## config.mk

```make
export PLATFORM = sky130hd
export DESIGN_NAME = pmem_burst_bridge
export DESIGN_NICKNAME = d
export VERILOG_FILES = /design/src/rtl/rv32i_types.sv /design/src/rtl/burst_line_buffer.sv /design/src/rtl/pmem_burst_bridge.sv
export SDC_FILE = /design/constraint.sdc
export NUM_CORES = 1
export LEC_CHECK = 0
export CAP_MARGIN = 25
export CORE_AREA = 2 2 210 212
export DETAILED_ROUTE_END_ITERATION = 10
export DIE_AREA = 0 0 212 214
export PLACE_DENSITY = 0.66
export SLEW_MARGIN = 20
export SYNTH_ARGS = -nofsm -noshare
export SYNTH_HDL_FRONTEND = slang
export SYNTH_SLANG_ARGS = --single-unit
export TNS_END_PERCENT = 30
```

## constraint.sdc

```tcl
create_clock -name clk -period 7.05 [get_ports clk]
set_clock_uncertainty 0.1 [all_clocks]
set_input_delay 1.7625 -clock clk [delete_from_list [all_inputs] [get_ports clk]]
set_output_delay 1.7625 -clock clk [all_outputs]
set_load 0.02 [all_outputs]
```

## src/rtl/rv32i_types.sv

```systemverilog
// Shared core types; this slice adds the physical-memory burst bridge state
// and its line geometry constants.
package rv32i_types;

    localparam int PMEM_BURST_LEN = 4;
    localparam int PMEM_BEAT_W    = 64;

    typedef enum logic [2:0] {
        IDLE       = 3'd0,
        RD_FETCH   = 3'd1,
        RD_RESP    = 3'd2,
        DONE       = 3'd3,
        WR_COLLECT = 3'd4,
        WR_DRAIN   = 3'd5
    } pmem_bridge_state_t;

    // 64-bit backing word address of word idx within a 32-byte line.
    function automatic logic [28:0] pmem_word_addr(input logic [26:0] line,
                                                   input logic [1:0]  idx);
        return {line, idx};
    endfunction

endpackage

```

## src/rtl/burst_line_buffer.sv

```systemverilog
// One cacheline of storage: four 64-bit words, one synchronous write port and
// one combinational read port. Contents are don't-care after reset.
module burst_line_buffer
    import rv32i_types::*;
(
    input  logic                   clk,
    input  logic                   wr_en,
    input  logic [1:0]             wr_idx,
    input  logic [PMEM_BEAT_W-1:0] wr_data,
    input  logic [1:0]             rd_idx,
    output logic [PMEM_BEAT_W-1:0] rd_data
);

    logic [PMEM_BEAT_W-1:0] mem_q [PMEM_BURST_LEN];

    always_ff @(posedge clk) begin
        if (wr_en) begin
            mem_q[wr_idx] <= wr_data;
        end
    end

    assign rd_data = mem_q[rd_idx];

endmodule

```

## src/rtl/pmem_burst_bridge.sv

```systemverilog
// Converts 4-beat pmem bursts into single-word req/gnt/rvalid backing
// transactions, buffering a whole line so pmem_resp beats are always back to back.
module pmem_burst_bridge
    import rv32i_types::*;
#(
    parameter int BURST_LEN = PMEM_BURST_LEN
) (
    input  logic                   clk,
    input  logic                   reset_n,
    input  logic                   pmem_read,
    input  logic                   pmem_write,
    input  logic [31:0]            pmem_address,
    input  logic [PMEM_BEAT_W-1:0] pmem_wdata,
    output logic                   pmem_resp,
    output logic [PMEM_BEAT_W-1:0] pmem_rdata,
    output logic                   mem_req,
    output logic                   mem_we,
    output logic [28:0]            mem_addr,
    output logic [PMEM_BEAT_W-1:0] mem_wdata,
    input  logic                   mem_gnt,
    input  logic                   mem_rvalid,
    input  logic [PMEM_BEAT_W-1:0] mem_rdata,
    output pmem_bridge_state_t     dbg_state
);

    // Backing handshake: a word moves when mem_req & mem_gnt at a rising edge;
    // mem_req/addr/we/wdata stay put while stalled. mem_rvalid is never stalled.
    localparam logic [2:0] LINE_WORDS = 3'(BURST_LEN);

    pmem_bridge_state_t state_q, state_d;
    logic [26:0] line_q, line_d;
    logic [2:0]  issued_q, issued_d;
    logic [2:0]  recvd_q, recvd_d;
    logic [1:0]  beat_q, beat_d;

    logic                   buf_we;
    logic [1:0]             buf_widx;
    logic [PMEM_BEAT_W-1:0] buf_wdata;
    logic [1:0]             buf_ridx;
    logic [PMEM_BEAT_W-1:0] buf_rdata;

    logic unused_addr_bits;
    assign unused_addr_bits = ^pmem_address[4:0];

    burst_line_buffer u_buf (
        .clk     (clk),
        .wr_en   (buf_we),
        .wr_idx  (buf_widx),
        .wr_data (buf_wdata),
        .rd_idx  (buf_ridx),
        .rd_data (buf_rdata)
    );

    always_comb begin
        state_d    = state_q;
        line_d     = line_q;
        issued_d   = issued_q;
        recvd_d    = recvd_q;
        beat_d     = beat_q;
        buf_we     = 1'b0;
        buf_widx   = beat_q;
        buf_wdata  = pmem_wdata;
        buf_ridx   = beat_q;
        pmem_resp  = 1'b0;
        pmem_rdata = '0;
        mem_req    = 1'b0;
        mem_we     = 1'b0;
        mem_addr   = '0;
        mem_wdata  = '0;

        case (state_q)
            IDLE: begin
                line_d   = pmem_address[31:5];
                issued_d = '0;
                recvd_d  = '0;
                beat_d   = '0;
                if (pmem_write) begin
                    state_d = WR_COLLECT;
                end else if (pmem_read) begin
                    state_d = RD_FETCH;
                end
            end

            RD_FETCH: begin
                if (issued_q < LINE_WORDS) begin
                    mem_req  = 1'b1;
                    mem_addr = pmem_word_addr(line_q, issued_q[1:0]);
                    if (mem_gnt) begin
                        issued_d = issued_q + 3'd1;
                    end
                end
                // Returns arrive in order, so the receive count is the buffer slot.
                if (mem_rvalid && (recvd_q < LINE_WORDS)) begin
                    buf_we    = 1'b1;
                    buf_widx  = recvd_q[1:0];
                    buf_wdata = mem_rdata;
                    recvd_d   = recvd_q + 3'd1;
                end
                if (recvd_d == LINE_WORDS) begin
                    state_d = RD_RESP;
                end
            end

            RD_RESP: begin
                pmem_resp  = 1'b1;
                pmem_rdata = buf_rdata;
                beat_d     = beat_q + 2'd1;
                if (beat_q == 2'd3) begin
                    state_d = DONE;
                end
            end

            DONE: begin
                state_d = IDLE;
            end

            WR_COLLECT: begin
                pmem_resp = 1'b1;
                buf_we    = 1'b1;
                buf_widx  = beat_q;
                buf_wdata = pmem_wdata;
                beat_d    = beat_q + 2'd1;
                if (beat_q == 2'd3) begin
                    state_d = WR_DRAIN;
                end
            end

            WR_DRAIN: begin
                buf_ridx = issued_q[1:0];
                if (issued_q < LINE_WORDS) begin
                    mem_req   = 1'b1;
                    mem_we    = 1'b1;
                    mem_addr  = pmem_word_addr(line_q, issued_q[1:0]);
                    mem_wdata = buf_rdata;
                    if (mem_gnt) begin
                        issued_d = issued_q + 3'd1;
                    end
                end
                // Posted write: the requester was released after the last beat.
                if (issued_d == LINE_WORDS) begin
                    state_d = IDLE;
                end
            end

            default: begin
                state_d = IDLE;
            end
        endcase
    end

    always_ff @(posedge clk or negedge reset_n) begin
        if (!reset_n) begin
            state_q  <= IDLE;
            line_q   <= '0;
            issued_q <= '0;
            recvd_q  <= '0;
            beat_q   <= '0;
        end else begin
            state_q  <= state_d;
            line_q   <= line_d;
            issued_q <= issued_d;
            recvd_q  <= recvd_d;
            beat_q   <= beat_d;
        end
    end

    assign dbg_state = state_q;

endmodule

```

== Word level (Yosys, flattened, before mapping) ==
Memories as Yosys holds them, arrays and structs flattened.
Cells that the tools add are included.

* Add/sub/neg operators: 3
* Order comparisons: 2
* Equal/unequal tests: 12
* Mux-type cells: 33
* Reductions and logical operators: 8

{| class="wikitable"
|+ Operator list
! cell !! count
|-
| $mux W64 || 5
|-
| $mux W29 || 2
|-
| $mux W3 || 11
|-
| $pmux W3 S5 || 1
|-
| $eq A3 B3 Y1 const B || 4
|-
| $pmux W3 S3 || 1
|-
| $ne A2 B2 Y1 const B || 4
|-
| $mux W1 || 7
|-
| $add A3 B1 Y3 const B || 2
|-
| $lt A3 B3 Y1 const B || 2
|-
| $mux W2 || 3
|-
| $pmux W3 S2 || 1
|-
| $reduce_and A5 Y1 || 1
|-
| $pmux W2 S2 || 1
|-
| $reduce_bool A2 Y1 || 2
|-
| $reduce_or A2 Y1 || 2
|-
| $eq A3 B1 Y1 const B || 1
|-
| $eq A3 B2 Y1 const B || 1
|-
| $logic_not A3 Y1 || 1
|-
| $ne A3 B3 Y1 const B || 1
|-
| $reduce_bool A3 Y1 || 1
|-
| $add A2 B1 Y2 const B || 1
|-
| $eq A2 B2 Y1 const B || 1
|-
| $pmux W1 S2 || 1
|-
| $logic_and A1 B1 Y1 || 1
|}

* Flip-flop bits (word level): 38
* Bits in writable memories: 256
* Input bits: 166
* Logic and storage cells: 64
* Memories: 1

{| class="wikitable"
|+ Memories
! memory !! words !! bits a word !! read ports !! clocked after memory_dff !! wr ports !! line !! text
|-
| u_buf.mem_q || 4 || 64 || 1 || 0 || 1 || burst_line_buffer.sv:14 || <nowiki>logic [PMEM_BEAT_W-1:0] mem_q [PMEM_BURST_LEN];</nowiki>
|}

== Longest topological paths before layout ==
* Depth after elaboration: 7
* Depth in mapped cells: 7
* Gate-level depth less buffers: 5

== Hierarchy ==
A second synthesis with hierarchy kept.

* Cells, all modules: 732
* Area, all modules: 12908.6 um^2

{| class="wikitable"
|+ By module, submodules not included
! module !! times used !! cells an instance !! area each (um^2) !! sequential area each (um^2)
|-
| burst_line_buffer || 1 || 338 || 9341.5 || 7687.4
|-
| pmem_burst_bridge || 1 || 394 || 3567.2 || 950.9
|}

== Worst setup path after synthesis ==
OpenSTA, ideal clock, no wires.

* Path type: input-to-reg
* Start point: in mem_rvalid
* End point: mem u_buf.mem_q[2][0], enable pin
* Setup time: 0.584 ns
* Arrival time: 7.377 ns
* Setup slack: -1.011 ns
* Stages on the path: 6
* Cells stage by stage: nand2b_1 -> or3_1 -> buf_2 -> buf_6 -> buf_6 -> o32ai_1

* Word-level cells in the longest chain between the ends: 5
* Elaborated cells between the ends (all ways): 7
* Classes of those cells: mux: 6; reduce/logical: 1

{| class="wikitable"
|+ RTL lines
! element !! line !! text
|-
| from (decl) || pmem_burst_bridge.sv:21 || <nowiki>input logic mem_rvalid,</nowiki>
|-
| $logic_and A1 B1 Y1 * || pmem_burst_bridge.sv:93 || <nowiki>if (mem_rvalid && (recvd_q < LINE_WORDS)) begin</nowiki>
|-
| $mux W1 || pmem_burst_bridge.sv:93 ||
|-
| $pmux W1 S2 || pmem_burst_bridge.sv:71 || <nowiki>case (state_q)</nowiki>
|-
| $mux W1 || burst_line_buffer.sv:17 || <nowiki>if (wr_en) begin</nowiki>
|-
| $mux W1 (not written as such) || burst_line_buffer.sv:18 || <nowiki>mem_q[wr_idx] <= wr_data;</nowiki>
|-
| to (decl) || burst_line_buffer.sv:14 ||
|}

Every way passes the cells marked *; elsewhere a longest branch is shown, timed or not.

== Worst setup path after layout ==
* Start point: reg state_q[2], in the netlist dbg_state[2]
* End point: out mem_wdata[50]

* Word-level cells in the longest chain between the ends: 5

{| class="wikitable"
|+ RTL lines
! element !! line !! text
|-
| from (decl) || pmem_burst_bridge.sv:30 || <nowiki>pmem_bridge_state_t state_q, state_d;</nowiki>
|-
| from (signal assigned) || pmem_burst_bridge.sv:159 || <nowiki>state_q <= state_d;</nowiki>
|-
| $eq A3 B3 Y1 * || pmem_burst_bridge.sv:71 ||
|-
| $mux W2 || pmem_burst_bridge.sv:71 ||
|-
| $mem_v2 Z4 W64 || n/a ||
|-
| $mux W64 || pmem_burst_bridge.sv:130 || <nowiki>if (issued_q < LINE_WORDS) begin</nowiki>
|-
| $mux W64 * || pmem_burst_bridge.sv:71 ||
|-
| to (decl) || pmem_burst_bridge.sv:19 || <nowiki>output logic [PMEM_BEAT_W-1:0] mem_wdata,</nowiki>
|}

Marks and branches as above.

==> impl_metrics.py <==
metrics = {
    "run_status": {
        "status": "finished, final reports clean",
    },
    "global_routing": {
        "grtUsageTotal": 0.143,
        "antenna_found_initial": 0,
        "grt_pass1_wl_um": 49900,
        "grt_max_degree": 77,
        "grt-ovfl-total": 0,
        "grt_pass1_vias": 8432,
    },
    "synthesis": {
        "yosysWarnings": 0,
        "synthesis.nets": 977,
        "synth_area_um2": 12800,
        "ys_seq_elements": 294,
        "synth_ff_type": "edfxtp_1",
        "synth-async-reset-ratio": 0.129,
        "synth.largest_area_cell": "edfxtp_1",
        "synth_enable_flop_cells": 256,
        "synth_area_leaders": "edfxtp_1 60%, mux2i_1 10%, dfrtp_1 7.4%",
        "ys_types": 43,
        "seq_area_frac_synth": 0.675,
        "synthCells": 808,
        "synth.top_cell.area_share": 0.600,
        "avgSynthCellArea_um2": 15.8,
    },
    "placed_design": {
        "place_inst": 1675,
        "hpwl_um": 21400,
        "dpl_cell_area_um2": 16700,
        "portBuffers": 323,
        "dp_slack_ps": 1690,
        "gp_congestion": 0.715,
    },
    "worst_setup_path": {
        "end_kind": "output pin",
        "required_ps": 5190,
        "crit_type": "flop to output pin",
        "rr_startpoint": "dbg_state[0]",
        "startpoint": "dbg_state[2]",
        "cp-start-kind": "flop",
        "crit_arrival_ps": 4030,
        "cp_max_fo": 38,
    },
    "die": {
        "placementRows": 76,
        "ioPinCount": 329,
        "initial_core_util": 0.299,
        "die_w_um": 212,
        "dieArea_um2": 45400,
        "die_h_um": 214,
        "core_area_um2": 42900,
    },
    "clock_network": {
        "clkLatencyLatePin_ps": 560,
        "cts_root_buffer": "clkbuf_16",
        "cts_buffers": 31,
        "cts_htree_levels": 1,
        "cts_hold_buf": 0,
        "post_cts_resized": 0,
        "cts_tree": "built",
        "cts_setup_buffers": 0,
        "clockBufferDepth": 3,
        "clkTransAtPathRegs_ps": 60,
        "cts_sinks": 294,
    },
    "sta": {
        "max_slew.worst_pin.slew_ps": 934,
        "min_period_over_period": 0.835,
        "fin_ws_ps": 1160,
        "slew_headroom": 0.376,
        "finalCriticalPeriod_ps": 5890,
        "tns_ps": 0,
        "slew_violations": 0,
        "setup_viol": 0,
        "rsz0062_at_grt": "no",
        "hold_viol_final": 0,
        "fmax_ghz": 0.170,
    },
    "detailed_routing": {
        "drc": 0,
        "top_layer": "met4",
        "via_per_inst": 4.79,
        "wl_met2_um": 16700,
        "dr_wl_met3_um": 2390,
        "drt-initial-drc-count": 426,
        "num_vias": 8303,
        "ant_nets": 0,
        "first_pass_iters": 5,
        "post_drt_wl_per_cell_um": 19.4,
        "wirelength_met1_um": 14000,
        "wl_um": 33600,
    },
    "finish": {
        "stdcell_count": 1734,
        "syn2layout_area_growth_pct": 38.3,
        "final_area_um2": 17700,
        "drive_gt1_frac": 0.147,
        "nNetsFinal": 1293,
        "antenna_cells": 0,
    },
    "pwr": {
        "p_total_mw": 7.31,
        "peakVddDrop_uv": 280,
        "p_per_area_nw_per_um2": 413,
        "leakagePower_nw": 6.56,
    },
    "min_path": {
        "hold_start": "line_q[20]",
        "hold_class": "flop to flop",
    },
    "flow_run": {
        "cap_violations": 0,
    },
}
==> worst paths after layout <==
check / depth (start not counted) / to / slack, ps
worst max register to register: 5 / u_buf.mem_q[1][48] / 3520
worst max-delay path: 5 / mem_wdata[50] / 1160
max in group asynchronous: 2 / line_q[20] / 4940
min in group asynchronous: 2 / line_q[4] / 1550
worst min-delay path: 1 / line_q[20] / 400
worst min register to register: 1 / line_q[20] / 400
==> cell families after synthesis <==
| family | synth area share |
|---|---|
| muxes | 0.188 |
| DFF | 0.675 |
| AOI/OAI and AO/OA | 0.0769 |
| adders and majority gates | 0.00293 |
| xor gates and xnor gates | 0.000684 |
| and+or+nand+nor | 0.0305 |
| buffers and inverters | 0.0262 |
==> worst max-delay path, stage by stage, from the launching register on <==
cell	delay (ps)
dfrtp_1	690
inv_1	210
or4_2	1120
buf_4	480
o22ai_1	260
clkdlybuf4s50_1	700
==> layout make-up <==
| class | count | area, µm² |
|---|---|---|
| fill | 3941 | 25200 |
| sequential | 294 | 8640 |
| multi-input combinational | 448 | 3930 |
| timing repair buffer | 342 | 3400 |
| clock buffer | 37 | 798 |
| tap | 585 | 732 |
| clock inverter | 21 | 185 |
| inverter | 7 | 26.3 |
==> synthesized netlist by cell type (2+ instances only) <==
cell / instances
clkbuf_1: 30
nand2b_1: 4
o22ai_1: 129
o221ai_1: 2
nand3_1: 2
mux2i_1: 130
a21oi_1: 3
and2_1: 30
or3_1: 4
buf_2: 13
o21ai_0: 3
o211ai_1: 2
a222oi_1: 2
inv_1: 7
nand4_1: 2
a31oi_1: 2
nor2_1: 10
a22oi_1: 2
mux2_2: 77
ha_1: 3
mux2_4: 16
or2_2: 2
buf_6: 3
buf_4: 13
dfrtp_1: 38
nor3_1: 2
edfxtp_1: 256
nand2_1: 6
==> registers in the layout, indices dropped and copies added, names as in the netlist <==
signal	flops
issued_q	3
line_q	27
u_buf.mem_q	256
dbg_state	3
beat_q	2
recvd_q	3
==> layout by cell type (no fill, tap or decap), drive strengths merged, types with 6 or more instances in the layout <==
cell,netlist,layout
nand2,6,6
dfrtp,38,38
o22ai,129,129
inv,7,8
nor2,10,10
clkbuf,30,37
buf,29,19
clkdlybuf4s50,0,323
edfxtp,256,256
mux2i,130,130
mux2,93,93
and2,30,30
clkinv,0,13
==> report_power, final <==
part | switching, mW | internal (mW) | total (mW)
registers | 0.177 | 2.43 | 2.60
logic | 1.77 | 1.38 | 3.14
clock network | 0.648 | 0.914 | 1.56
==> metal layers <==
layer	track usage	up-vias
met5	0	-
met4	0.0343	0
met3	0.0345	32
met2	0.252	277
met1	0.175	4132
li1	-	3862
==> stage by stage <==
stage	hold WS [ps]	utilization
final	396	0.413
after global routing	417	0.413
after CTS	403	0.413
after detailed placement	388	0.390
after global placement	381	0.389
after floorplan	372	-
(Power assumes the default switching activity.)
